<file path="src/rtl/fetch_ctrl_pkg.sv">
`default_nettype none
// ============================================================================
//  Module      : fetch_ctrl_pkg
//  Description : Shared types for the instruction fetch controller: data and
//                address widths, the FIFO entry struct and the FSM state
//                encoding. The FAULT state is only reachable when the
//                FETCH_BOUNDS_EN macro is defined.
//  Revision    : 1.0 - initial release
// ============================================================================
package fetch_ctrl_pkg;

    localparam int c_instr_w = 32;
    localparam int c_addr_w  = 32;

    typedef logic [c_instr_w-1:0] instr_t;
    typedef logic [c_addr_w-1:0]  addr_t;

    typedef struct packed {
        addr_t  pc;
        instr_t instr;
    } fetch_entry_t;

    typedef enum logic [1:0] {
        ST_RESET  = 2'd0,
        ST_RUN    = 2'd1,
        ST_HALTED = 2'd2,
        ST_FAULT  = 2'd3
    } fetch_state_t;

endpackage
`default_nettype wire

</file>
<file path="src/rtl/fetch_ctrl_if.sv">
`default_nettype none
// ============================================================================
//  Module      : fetch_ctrl_if
//  Description : Program-memory and decode-side bundle of the fetch
//                controller. master = fetch_ctrl, slave = memory/decode side.
//                Signals: pc_out, instr_in, redirect_valid, redirect_pc, halt,
//                inst_valid, inst_ready, inst_data, inst_pc and, with macro
//                FETCH_BOUNDS_EN, fault.
//  Revision    : 1.0 - initial release
// ============================================================================
interface fetch_ctrl_if;
    import fetch_ctrl_pkg::*;

    addr_t  pc_out;
    instr_t instr_in;
    logic   redirect_valid;
    addr_t  redirect_pc;
    logic   halt;
    logic   inst_valid;
    logic   inst_ready;
    instr_t inst_data;
    addr_t  inst_pc;
`ifdef FETCH_BOUNDS_EN
    logic   fault;

    modport master (
        output pc_out, inst_valid, inst_data, inst_pc, fault,
        input  instr_in, redirect_valid, redirect_pc, halt, inst_ready
    );
    modport slave (
        input  pc_out, inst_valid, inst_data, inst_pc, fault,
        output instr_in, redirect_valid, redirect_pc, halt, inst_ready
    );
`else
    modport master (
        output pc_out, inst_valid, inst_data, inst_pc,
        input  instr_in, redirect_valid, redirect_pc, halt, inst_ready
    );
    modport slave (
        input  pc_out, inst_valid, inst_data, inst_pc,
        output instr_in, redirect_valid, redirect_pc, halt, inst_ready
    );
`endif

endinterface
`default_nettype wire

</file>
<file path="src/rtl/fetch_fifo2.sv">
`default_nettype none
// ============================================================================
//  Module      : fetch_fifo2
//  Description : Two-entry {pc, instr} buffer between program memory and
//                decode. Ports: clk, rst, i_push, i_pop, i_flush, i_entry,
//                o_count, o_head. A push into a full buffer is only taken
//                when a pop happens in the same cycle. Flush empties the
//                buffer and wins over push. Not affected by FETCH_BOUNDS_EN.
//  Revision    : 1.0 - initial release
// ============================================================================
module fetch_fifo2
    import fetch_ctrl_pkg::*;
(
    input  wire logic         clk,
    input  wire logic         rst,
    input  wire logic         i_push,
    input  wire logic         i_pop,
    input  wire logic         i_flush,
    input  wire fetch_entry_t i_entry,
    output logic [1:0]        o_count,
    output fetch_entry_t      o_head
);

    fetch_entry_t r_mem [2];
    logic         r_head_ptr;
    logic [1:0]   r_count;

    logic w_pop_ok;
    logic w_push_ok;
    logic w_tail_ptr;

    assign w_pop_ok  = i_pop && (r_count != 2'd0);
    assign w_push_ok = i_push && !i_flush && ((r_count != 2'd2) || w_pop_ok);
    // With two slots the tail equals head when count is 0 or 2; a full push
    // with a pop therefore overwrites the slot being popped, which is correct.
    assign w_tail_ptr = r_head_ptr ^ r_count[0];

    always_ff @(posedge clk) begin
        if (rst) begin
            r_mem[0]   <= '0;
            r_mem[1]   <= '0;
            r_head_ptr <= 1'b0;
            r_count    <= 2'd0;
        end else begin
            if (w_push_ok) begin
                r_mem[w_tail_ptr] <= i_entry;
            end
            if (w_pop_ok) begin
                r_head_ptr <= ~r_head_ptr;
            end
            if (i_flush) begin
                r_count <= 2'd0;
            end else if (w_push_ok && !w_pop_ok) begin
                r_count <= r_count + 2'd1;
            end else if (!w_push_ok && w_pop_ok) begin
                r_count <= r_count - 2'd1;
            end
        end
    end

    assign o_count = r_count;
    assign o_head  = r_mem[r_head_ptr];

endmodule
`default_nettype wire

</file>
<file path="src/rtl/fetch_ctrl.sv">
`default_nettype none
// ============================================================================
//  Module      : fetch_ctrl
//  Description : Instruction fetch controller. Drives a word address to
//                program memory, captures the combinational read data into a
//                two-entry buffer and presents the head to decode with a
//                valid/ready handshake. Supports redirect (flush + new pc) and
//                halt. Ports: clk, rst, bus (fetch_ctrl_if.master).
//                Macro FETCH_BOUNDS_EN: out-of-range fetches raise a sticky
//                fault and park the FSM in FAULT; otherwise pc wraps modulo
//                MEM_DEPTH.
//  Revision    : 1.0 - initial release
// ============================================================================
module fetch_ctrl
    import fetch_ctrl_pkg::*;
#(
    parameter int    MEM_DEPTH = 256,
    parameter addr_t RESET_PC  = 32'd0
)
(
    input  wire logic    clk,
    input  wire logic    rst,
    fetch_ctrl_if.master bus
);

    localparam addr_t c_mem_depth = addr_t'(MEM_DEPTH);

    fetch_state_t r_state, w_state_nxt;
    addr_t        r_pc, w_pc_nxt, w_pc_inc;
    logic         w_push, w_pop, w_fetch_ok, w_in_range;
    logic [1:0]   w_count;
    fetch_entry_t w_head, w_entry;

`ifdef FETCH_BOUNDS_EN
    logic r_fault, w_fault_nxt;
    logic w_redir_in_range;

    assign w_in_range       = (r_pc < c_mem_depth);
    assign w_redir_in_range = (bus.redirect_pc < c_mem_depth);
    assign w_pc_inc         = r_pc + 32'd1;
    assign bus.fault        = r_fault;
`else
    assign w_in_range = 1'b1;
    assign w_pc_inc   = (r_pc >= c_mem_depth - 32'd1) ? '0 : r_pc + 32'd1;
`endif

    assign w_pop      = (w_count != 2'd0) && bus.inst_ready;
    // Room exists if not full, or if the head leaves this same cycle.
    assign w_fetch_ok = !bus.halt && ((w_count != 2'd2) || w_pop);
    assign w_entry    = '{pc: r_pc, instr: bus.instr_in};

    always_ff @(posedge clk) begin
        if (rst) begin
            r_state <= ST_RESET;
            r_pc    <= RESET_PC;
`ifdef FETCH_BOUNDS_EN
            r_fault <= 1'b0;
`endif
        end else begin
            r_state <= w_state_nxt;
            r_pc    <= w_pc_nxt;
`ifdef FETCH_BOUNDS_EN
            r_fault <= w_fault_nxt;
`endif
        end
    end

    always_comb begin
        w_state_nxt = r_state;
        w_pc_nxt    = r_pc;
        w_push      = 1'b0;
`ifdef FETCH_BOUNDS_EN
        w_fault_nxt = r_fault;
`endif
        case (r_state)
            // First cycle out of reset already fetches so the first
            // instruction is valid one cycle after rst falls.
            ST_RESET: begin
                w_state_nxt = ST_RUN;
                if (bus.redirect_valid) begin
                    w_pc_nxt = bus.redirect_pc;
                end else if (w_fetch_ok && w_in_range) begin
                    w_push   = 1'b1;
                    w_pc_nxt = w_pc_inc;
                end
            end
            ST_RUN: begin
                if (bus.redirect_valid) begin
                    w_pc_nxt    = bus.redirect_pc;
                    w_state_nxt = bus.halt ? ST_HALTED : ST_RUN;
                end else if (bus.halt) begin
                    w_state_nxt = ST_HALTED;
                end else if (w_fetch_ok) begin
`ifdef FETCH_BOUNDS_EN
                    if (w_in_range) begin
                        w_push   = 1'b1;
                        w_pc_nxt = w_pc_inc;
                    end else begin
                        w_fault_nxt = 1'b1;
                        w_state_nxt = ST_FAULT;
                    end
`else
                    w_push   = 1'b1;
                    w_pc_nxt = w_pc_inc;
`endif
                end
            end
            ST_HALTED: begin
                if (bus.redirect_valid) begin
                    w_pc_nxt    = bus.redirect_pc;
                    w_state_nxt = bus.halt ? ST_HALTED : ST_RUN;
                end else if (!bus.halt) begin
                    w_state_nxt = ST_RUN;
                end
            end
`ifdef FETCH_BOUNDS_EN
            // Buffer keeps draining; only an in-range redirect leaves.
            ST_FAULT: begin
                if (bus.redirect_valid) begin
                    w_pc_nxt = bus.redirect_pc;
                    if (w_redir_in_range) begin
                        w_fault_nxt = 1'b0;
                        w_state_nxt = bus.halt ? ST_HALTED : ST_RUN;
                    end
                end
            end
`endif
            default: begin
                w_state_nxt = ST_RUN;
            end
        endcase
    end

    fetch_fifo2 u_fifo (
        .clk     (clk),
        .rst     (rst),
        .i_push  (w_push),
        .i_pop   (w_pop),
        .i_flush (bus.redirect_valid),
        .i_entry (w_entry),
        .o_count (w_count),
        .o_head  (w_head)
    );

    assign bus.pc_out     = r_pc;
    assign bus.inst_valid = (w_count != 2'd0);
    assign bus.inst_data  = w_head.instr;
    assign bus.inst_pc    = w_head.pc;

endmodule
`default_nettype wire

</file>
<file path="src/flat_wrapper.sv">
// flat-port wrapper written by rule: the top's interface ports become plain ports
module fetch_ctrl_flat import fetch_ctrl_pkg::*;
#(
    parameter int    MEM_DEPTH = 256,
    parameter addr_t RESET_PC  = 32'd0
)
  (clk, rst, bus_pc_out, bus_inst_valid, bus_inst_data, bus_inst_pc, bus_instr_in, bus_redirect_valid, bus_redirect_pc, bus_halt, bus_inst_ready);
  fetch_ctrl_if bus_i ();
  input  wire logic clk;
  input  wire logic rst;
  output wire logic [$bits(bus_i.pc_out)-1:0] bus_pc_out;
  output wire logic [$bits(bus_i.inst_valid)-1:0] bus_inst_valid;
  output wire logic [$bits(bus_i.inst_data)-1:0] bus_inst_data;
  output wire logic [$bits(bus_i.inst_pc)-1:0] bus_inst_pc;
  input wire logic [$bits(bus_i.instr_in)-1:0] bus_instr_in;
  input wire logic [$bits(bus_i.redirect_valid)-1:0] bus_redirect_valid;
  input wire logic [$bits(bus_i.redirect_pc)-1:0] bus_redirect_pc;
  input wire logic [$bits(bus_i.halt)-1:0] bus_halt;
  input wire logic [$bits(bus_i.inst_ready)-1:0] bus_inst_ready;
  assign bus_pc_out = bus_i.pc_out;
  assign bus_inst_valid = bus_i.inst_valid;
  assign bus_inst_data = bus_i.inst_data;
  assign bus_inst_pc = bus_i.inst_pc;
  assign bus_i.instr_in = bus_instr_in;
  assign bus_i.redirect_valid = bus_redirect_valid;
  assign bus_i.redirect_pc = bus_redirect_pc;
  assign bus_i.halt = bus_halt;
  assign bus_i.inst_ready = bus_inst_ready;
  fetch_ctrl #(.MEM_DEPTH(MEM_DEPTH), .RESET_PC(RESET_PC)) u_core (.clk(clk), .rst(rst), .bus(bus_i));
endmodule
</file>
<file path="config.mk">
export PLATFORM = sky130hd
export DESIGN_NAME = fetch_ctrl_flat
export DESIGN_NICKNAME = d
export VERILOG_FILES = /design/src/rtl/fetch_ctrl_pkg.sv /design/src/rtl/fetch_ctrl_if.sv /design/src/rtl/fetch_fifo2.sv /design/src/rtl/fetch_ctrl.sv /design/src/flat_wrapper.sv
export SDC_FILE = /design/constraint.sdc
export NUM_CORES = 1
export LEC_CHECK = 0
export BUFFER_PORTS_ARGS = -buffer_cell sky130_fd_sc_hd__buf_2
export CELL_PAD_IN_SITES_DETAIL_PLACEMENT = 1
export CELL_PAD_IN_SITES_GLOBAL_PLACEMENT = 1
export CORE_UTILIZATION = 44
export CTS_CLUSTER_SIZE = 16
export DETAILED_ROUTE_END_ITERATION = 8
export PLACE_DENSITY_LB_ADDON = 0.3
export SLEW_MARGIN = 30
export SYNTH_ARGS = -nofsm -noshare
export SYNTH_HDL_FRONTEND = slang
export SYNTH_HIERARCHICAL = 1
export SYNTH_SLANG_ARGS = --single-unit
</file>
<file path="constraint.sdc">
create_clock -name clk -period 4.6 [get_ports clk]
set_input_delay 0.92 -clock clk [delete_from_list [all_inputs] [get_ports clk]]
set_output_delay 0.92 -clock clk [all_outputs]
set_load 0.01 [all_outputs]
</file>
Yosys cells after proc, flatten, opt, wreduce, memory -nomap -nowiden
Memories as Yosys holds them, arrays and structs flattened. A register that Yosys moved wholly into a read port is not among the register bits.
Index checks and enable logic that the tools add are counted.
{"block": "word_totals", "latch_bits": 0, "elab_cells": 69, "ramBits": 128, "memories": 1, "romBits": 0, "regBits": 37}
{"memory": "u_core.u_fifo.r_mem", "depth": 2, "word_bits": 64, "read_ports": 1, "rd_clocked_by_memory_dff": 1, "write_ports": 2, "line": "fetch_fifo2.sv:24", "rtl": "fetch_entry_t r_mem [2];"}
{"block": "op_classes", "order_cmp": 1, "n_mul": 0, "div": 0, "bitwise": 2, "n_mux": 30, "eq_ne": 7, "n_reduce_logical": 21, "n_shift": 0, "n_addsub": 3}
{"operator": "32-bit 2-to-1 mux", "n": 6}
{"operator": "32-bit one-hot mux with 3 select lines", "n": 1}
{"operator": "64-bit 2-to-1 mux", "n": 1}
{"operator": "64-bit OR reduction", "n": 1}
{"operator": "32-bit by 1-bit adder with 32-bit output (second input constant)", "n": 1}
{"operator": "32-bit by 8-bit greater-or-equal comparator with 1-bit output (second input constant)", "n": 1}
{"operator": "2-bit 2-to-1 mux", "n": 7}
{"operator": "1-bit 2-to-1 mux", "n": 13}
{"operator": "3-bit inequality test (second input constant)", "n": 3}
{"operator": "1-bit logical AND", "n": 7}
{"operator": "1-bit logical NOT", "n": 4}
{"operator": "2-bit inequality test (second input constant)", "n": 2}
{"operator": "2-bit one-hot mux with 2 select lines", "n": 1}
{"operator": "2-bit nonzero test", "n": 2}
{"operator": "3-bit AND reduction", "n": 1}
{"operator": "3-bit nonzero test", "n": 1}
{"operator": "2-bit by 1-bit adder with 2-bit output (second input constant)", "n": 1}
{"operator": "2-bit by 1-bit == test with 1-bit output (second input constant)", "n": 1}
{"operator": "2-bit == test (second input constant)", "n": 1}
{"operator": "2-bit logical NOT", "n": 1}
{"operator": "1-bit logical OR", "n": 2}
{"operator": "1-bit one-hot mux with 2 select lines", "n": 1}
{"operator": "2-bit AND reduction", "n": 1}
{"operator": "2-bit OR reduction", "n": 1}
{"operator": "other kinds (3)", "n": 3}

Longest topological paths before layout
Gate-level depths: netlist of the first run.
{"block": "logic_depth", "ltp_word": 15, "ltp_mapped": 10, "ltp_nobuf": 10}

Hierarchy
Netlist of the first run, hierarchy kept.
{"module": "fetch_fifo2", "area_per_inst_um2": 5848.1, "cells_each": 385, "instances": 1}
{"module": "fetch_ctrl", "area_per_inst_um2": 1950.6, "cells_each": 241, "instances": 1}

Worst setup path before layout of the first run
OpenSTA, ideal clock, no wires.
{"block": "synth_path", "path_type": "input -> register", "start": "input bus_redirect_valid", "end": "memory u_core/u_fifo/r_mem[0][0] (netlist bit), enable pin", "arrival_time_ns": 3.197, "cell_stages": 4, "setup_time_ns": 0.421, "n_path_buf": 1, "slack_ns": 0.982, "path_cell_list": "clkbuf_1 > nor4_1 > nor2b_1 > a21o_1"}
{"element": "from (decl)", "line": "flat_wrapper.sv:16", "rtl": "input wire logic [$bits(bus_i.redirect_valid)-1:0] bus_redirect_valid;"}
{"element": "to (decl)", "line": "fetch_fifo2.sv:24"}

==> flow_summary.json, run 1 <==
{
  "cts_sinks": 166,
  "switching_share_pct": 22.9,
  "synthesis.nets": 700,
  "utilization_pct": 54.4,
  "fmax_mhz": 336,
  "final_area_sq_um": 9410,
  "reg2regPathDepth": 7,
  "setup.worst_path.start_class": "register",
  "ctsResizeCount": 0,
  "drt_first_pass_iters": 4,
  "syn_area_per_cell_sq_um": 12.5,
  "ys_seq_area_share_pct": 59.0,
  "dp_hpwl_mm": 13.2,
  "start_util_pct": 45.1,
  "drive_gt1_share_pct": 38.4,
  "critPathMaxFanout": 28,
  "path_class": "register to output pin",
  "synthArstFlopShare_pct": 0,
  "cts_root_buffer": "clkbuf_16",
  "ys.flop_type": "edfxtp_1",
  "first_iter_violations": 300,
  "power_density_nw_per_um2": 399,
  "arrival_ns": 2.05,
  "grt_pass1_wl_mm": 31.5,
  "syn_inst": 626,
  "syn_to_final_growth_pct": 20.7,
  "finalClockSkew_ns": 0.00849,
  "comb_power_share_pct": 9.2,
  "grt.total_usage_pct": 23.0,
  "vias_per_cell": 5.69,
  "clkPwrFrac_pct": 44.5,
  "hold_viol": 0,
  "cts.htree.levels": 4,
  "hp-class": "register to register",
  "p_seq_share_pct": 46.3,
  "postCtsSetupRepairBufs": 0,
  "cts_buffer_depth": 2,
  "fp.coreArea_sq_um": 17300,
  "leakage_uw": 0.00419,
  "mostFrequentLayoutCell": "buf_2",
  "p_int_uw": 2890,
  "instances_no_fill": 1007,
  "cts-buffers-inserted": 17,
  "clkTransAtPathRegs_ns": 0.06,
  "crit_chain": "buf_4, mux2_2, buf_2",
  "fillers": 1838,
  "hold_depth": 2,
  "finalSetupTns_ns": 0,
  "critPathMaxStageDelay_ns": 0.59,
  "insertion_delay_ns": 0.43,
  "syn_area_sq_um": 7800,
  "setup_viol": 0,
  "status": "completed",
  "cts_tree": "yes",
  "rsz0062_at_grt": "false",
  "worst_slew_pin_slew_ns": 0.921,
  "io_pins": 166,
  "post-route-period-util_pct": 64.6,
  "portBuffers": 165,
  "via_count": 5730,
  "cts_hold_buf": 0,
  "die_area_sq_um": 18300,
  "place_inst": 975,
  "end_kind": "output pin",
  "drcViolationCount": 0,
  "max_slew_margin_pct": 38.6,
  "dpl-instance-area_sq_um": 8710,
  "power_switching_uw": 860,
  "grt_pass1_vias": 5878,
  "layout_common_cells": "165 x buf_2, 130 x and3_1, 128 x edfxtp_1, 65 x mux2_2, 37 x dfxtp_1",
  "ys_types": 53,
  "maxCapViolations": 0,
  "final_max_slew_viol_count": 0,
  "synth-seq-cells": 166,
  "layout_min_cycle_time_ns": 2.97,
  "fp-row-count": 48,
  "timing.hold.ws_ns": 0.537,
  "grt_max_degree": 65,
  "wl_mm": 20.7,
  "antenna_found_initial": 0,
  "drt-wirelength-per-cell_microns": 20.6,
  "cpMaxStageDelayCell": "dfxtp_2",
  "gp_congestion": 0.852,
  "nNetsFinal": 843,
  "max-vdd-ir-drop_uv": 288,
  "diodes": 0,
  "synth-edff-count": 128,
  "dieHeight_microns": 135,
  "die_width_microns": 135,
  "drtAntennaViolNets": 0,
  "cp.required_ns": 3.68,
  "grt.overflow.total": 0,
  "yosys_warnings": 6
}
-- registers in the layout (all words and copies together), names as in the netlist, named ones only --
signal,flops
u_core/u_fifo/r_mem,128
u_core/r_state,2
u_core/bus.pc_out,32
u_core/u_fifo/o_count,2
u_core/u_fifo/r_head_ptr,1
-- through the flow --
step	power, uW	setup WS, ns
after floorplan	1970	0.982
after CTS	3790	1.58
after global routing	3870	1.51
final	3750	1.63
after detailed placement	2120	1.39
after global placement	2100	1.43
-- final timing paths --
path                                                            endpoint  slack, ns                          startpoint
worst max-delay path                                     bus_inst_pc[23]       1.63                            register
worst min-delay path                  u_core/bus.pc_out[30]$_SDFFE_PP0P_       0.54  u_core/bus.pc_out[30]$_SDFFE_PP0P_
worst max register to register  u_core/u_fifo/r_mem[1][45]$_SDFFCE_PN0P_       1.90      u_core/r_state[1]$_SDFFE_PP0P_
worst min register to register        u_core/bus.pc_out[30]$_SDFFE_PP0P_       0.54  u_core/bus.pc_out[30]$_SDFFE_PP0P_
-- Yosys cell counts, drive strengths merged (4+ instances only) --
| library cell | n | area (sq um) |
|---|---|---|
| clkbuf | 30 | 120 |
| and3 | 130 | 813 |
| a21oi | 29 | 145 |
| nand2b | 6 | 45.0 |
| inv | 7 | 26.3 |
| edfxtp | 128 | 3840 |
| a31oi | 4 | 25.0 |
| nor4 | 11 | 87.6 |
| nor2 | 13 | 58.8 |
| nand4 | 6 | 37.5 |
| dfxtp | 38 | 761 |
| ha | 5 | 62.6 |
| o21ai | 17 | 88.8 |
| nand3 | 29 | 150 |
| buf | 21 | 180 |
| and4 | 5 | 43.8 |
| mux2 | 65 | 732 |
| nand2 | 34 | 128 |
| a211oi | 13 | 160 |
| a221oi | 5 | 43.8 |
-- power groups by stage --
stage	clock network [uW]	logic, uW	registers (uW)
floorplan	0	211	1760
global placement	0	337	1760
detailed placement	0	348	1770
CTS	1700	350	1740
global route	1750	376	1750
finish	1670	347	1740
-- worst max-delay path: cells and delay by family, from the launching register on --
family	cells	cell delay (ns)
flip-flops	1	0.59
multiplexers	1	0.42
buffers and inverters	2	0.61
-- cells by family after synthesis --
logic type	synth area share, %
and+or+nand+nor	18.7
buffers and inverters	4.19
xor gates and xnor gates	0.337
DFF	59.0
muxes	9.64
AOI/OAI and AO/OA	7.28
adders and majority gates	0.802
-- per-layer routing --
layer  up-vias  track usage, %  wire length (microns)
met2       184            39.4                  10400
met1      2857            28.7                   8910
met5         -               0                      0
met4         0            9.30                    428
li1       2659               -                      -
met3        30            4.23                   1020
-- layout make-up --
| class | count | area [sq um] | area share [%] |
|---|---|---|---|
| Timing Repair Buffer | 175 | 901 | 9.57 |
| Multi-Input combinational cell | 402 | 2900 | 30.8 |
| Clock inverter | 15 | 274 | 2.91 |
| Sequential cell | 166 | 4610 | 48.9 |
| Tap cell | 225 | 282 | 2.99 |
| Inverter | 7 | 26.3 | 0.279 |
| Clock buffer | 17 | 425 | 4.52 |
Note: power is estimated with default switching activity, not from simulation.
==> run 2: changes to the inputs <==
- CORE_UTILIZATION: 44 -> 39
- clock period: 4.6 -> 2.7 ns (I/O delays scaled with it)
==> flow_summary.json, run 2 (synthesis gave the netlist of run 1 again) <==
{
  "grt.overflow.total": 0,
  "gp_congestion": 0.805,
  "power_switching_uw": 1450,
  "layout_min_cycle_time_ns": 2.48,
  "post-route-period-util_pct": 91.9,
  "critPathBufInv": 1,
  "cts_tree": "yes",
  "critPathMaxFanout": 64,
  "p_seq_share_pct": 50.0,
  "timing.hold.ws_ns": 0.374,
  "via_count": 5702,
  "die_area_sq_um": 20600,
  "path_class": "register to register",
  "grt_pass1_vias": 5883,
  "cp.required_ns": 2.78,
  "portBuffers": 165,
  "setup.worst_path.start_class": "register",
  "drcViolationCount": 0,
  "wl_mm": 21.1,
  "utilization_pct": 48.4,
  "end_kind": "register",
  "grt_pass1_wl_mm": 32.3,
  "cts.htree.levels": 4,
  "clkTransAtPathRegs_ns": 0.06,
  "drt-wirelength-per-cell_microns": 20.0,
  "first_iter_violations": 327,
  "power_density_nw_per_um2": 626,
  "cts_buffer_depth": 2,
  "finalSetupTns_ns": 0,
  "cts-buffers-inserted": 17,
  "finalClockSkew_ns": 0.00887,
  "dpl-instance-area_sq_um": 8880,
  "largest_reg_flops": 128,
  "nNetsFinal": 851,
  "leakage_uw": 0.00419,
  "cts_sinks": 166,
  "hp-class": "primary input to register",
  "max-vdd-ir-drop_uv": 454,
  "top_register": "u_core/u_fifo/r_mem",
  "io_pins": 166,
  "insertion_delay_ns": 0.42,
  "cts_root_buffer": "clkbuf_16",
  "rsz0062_at_grt": "false",
  "status": "completed",
  "clkPwrFrac_pct": 39.5,
  "fp-row-count": 51,
  "hold_viol": 0,
  "antenna_found_initial": 1,
  "fp.coreArea_sq_um": 19500,
  "setup_viol": 0,
  "cpMaxStageDelayCell": "dfxtp_1",
  "drtAntennaViolNets": 0,
  "grt_max_degree": 129,
  "max_slew_margin_pct": 51.9,
  "postCtsSetupRepairBufs": 0,
  "p_int_uw": 4460,
  "final_max_slew_viol_count": 0,
  "final_area_sq_um": 9440,
  "cp_top_family": "compound AO/OA/AOI/OAI gates",
  "crit_chain": "or2_2, and2_1, and2b_1, o21ai_4, a21o_2, buf_12",
  "dieHeight_microns": 143,
  "critPathMaxStageDelay_ns": 0.51,
  "layout_common_cells": "165 x buf_2, 130 x and3_1, 128 x edfxtp_1, 65 x mux2_2, 37 x dfxtp_1",
  "arrival_ns": 2.56,
  "syn_to_final_growth_pct": 21.1,
  "mostFrequentLayoutCell": "buf_2",
  "die_width_microns": 143,
  "start_util_pct": 39.9,
  "cts_hold_buf": 0,
  "drive_gt1_share_pct": 38.7,
  "maxCapViolations": 0,
  "ctsResizeCount": 0,
  "totalPowerFinal_uw": 5910,
  "drt_first_pass_iters": 5,
  "grt.total_usage_pct": 20.9,
  "switching_share_pct": 24.5,
  "worst_slew_pin_slew_ns": 0.721,
  "fmax_mhz": 403,
  "vias_per_cell": 5.40,
  "comb_power_share_pct": 10.5,
  "dp_hpwl_mm": 14.0
}
==> run 2: layout make-up <==
type | count | area [sq um]
Fill cell | 2135 | 10100
Sequential cell | 166 | 4610
Multi-Input combinational cell | 402 | 2890
Timing Repair Buffer | 183 | 1020
Clock buffer | 17 | 425
Tap cell | 265 | 332
Clock inverter | 14 | 138
Inverter | 7 | 26.3
Antenna cell | 1 | 2.50
==> run 2: power by group through the flow <==
stage / Sequential (uW) / Combinational [uW] / Clock, uW
finish: 2950 / 618 / 2340
global route: 2970 / 674 / 2490
CTS: 2950 / 625 / 2380
detailed placement: 3010 / 621 / 0
global placement: 3000 / 599 / 0
floorplan: 2990 / 360 / 0
==> run 2: final timing paths <==
check                                         from                                      end  slack [ns]  cells past startpoint
max          u_core/u_fifo/o_count[0]$_SDFFE_PP0P_  u_core/u_fifo/r_mem[1][2]$_SDFFCE_PN0P_        0.22                      6
min                            bus_redirect_pc[20]       u_core/bus.pc_out[20]$_SDFFE_PP0P_        0.37                      3
max reg2reg  u_core/u_fifo/o_count[0]$_SDFFE_PP0P_  u_core/u_fifo/r_mem[1][2]$_SDFFCE_PN0P_        0.22                      6
min reg2reg     u_core/bus.pc_out[29]$_SDFFE_PP0P_       u_core/bus.pc_out[29]$_SDFFE_PP0P_        0.52                      2
==> run 2: worst reg2reg max path, stage by stage, from the launching register on <==
cell,delay [ns]
dfxtp_1,0.51
or2_2,0.18
and2_1,0.14
and2b_1,0.26
o21ai_4,0.43
a21o_2,0.24
buf_12,0.34
==> run 2: stage by stage <==
step | std cells | setup WS [ns]
finish | 1055 | 0.220
global route | 1055 | 0.0627
CTS | 1054 | 0.228
detailed placement | 1023 | 0.191
global placement | 1023 | 0.380
floorplan | 626 | 0.0114
==> run 2: per-layer routing <==
layer	up-vias	track usage (%)	wire [microns]
li1	2677	-	-
met5	-	0	0
met3	10	3.63	956
met4	0	6.94	150
met2	137	35.7	10800
met1	2878	26.8	9200
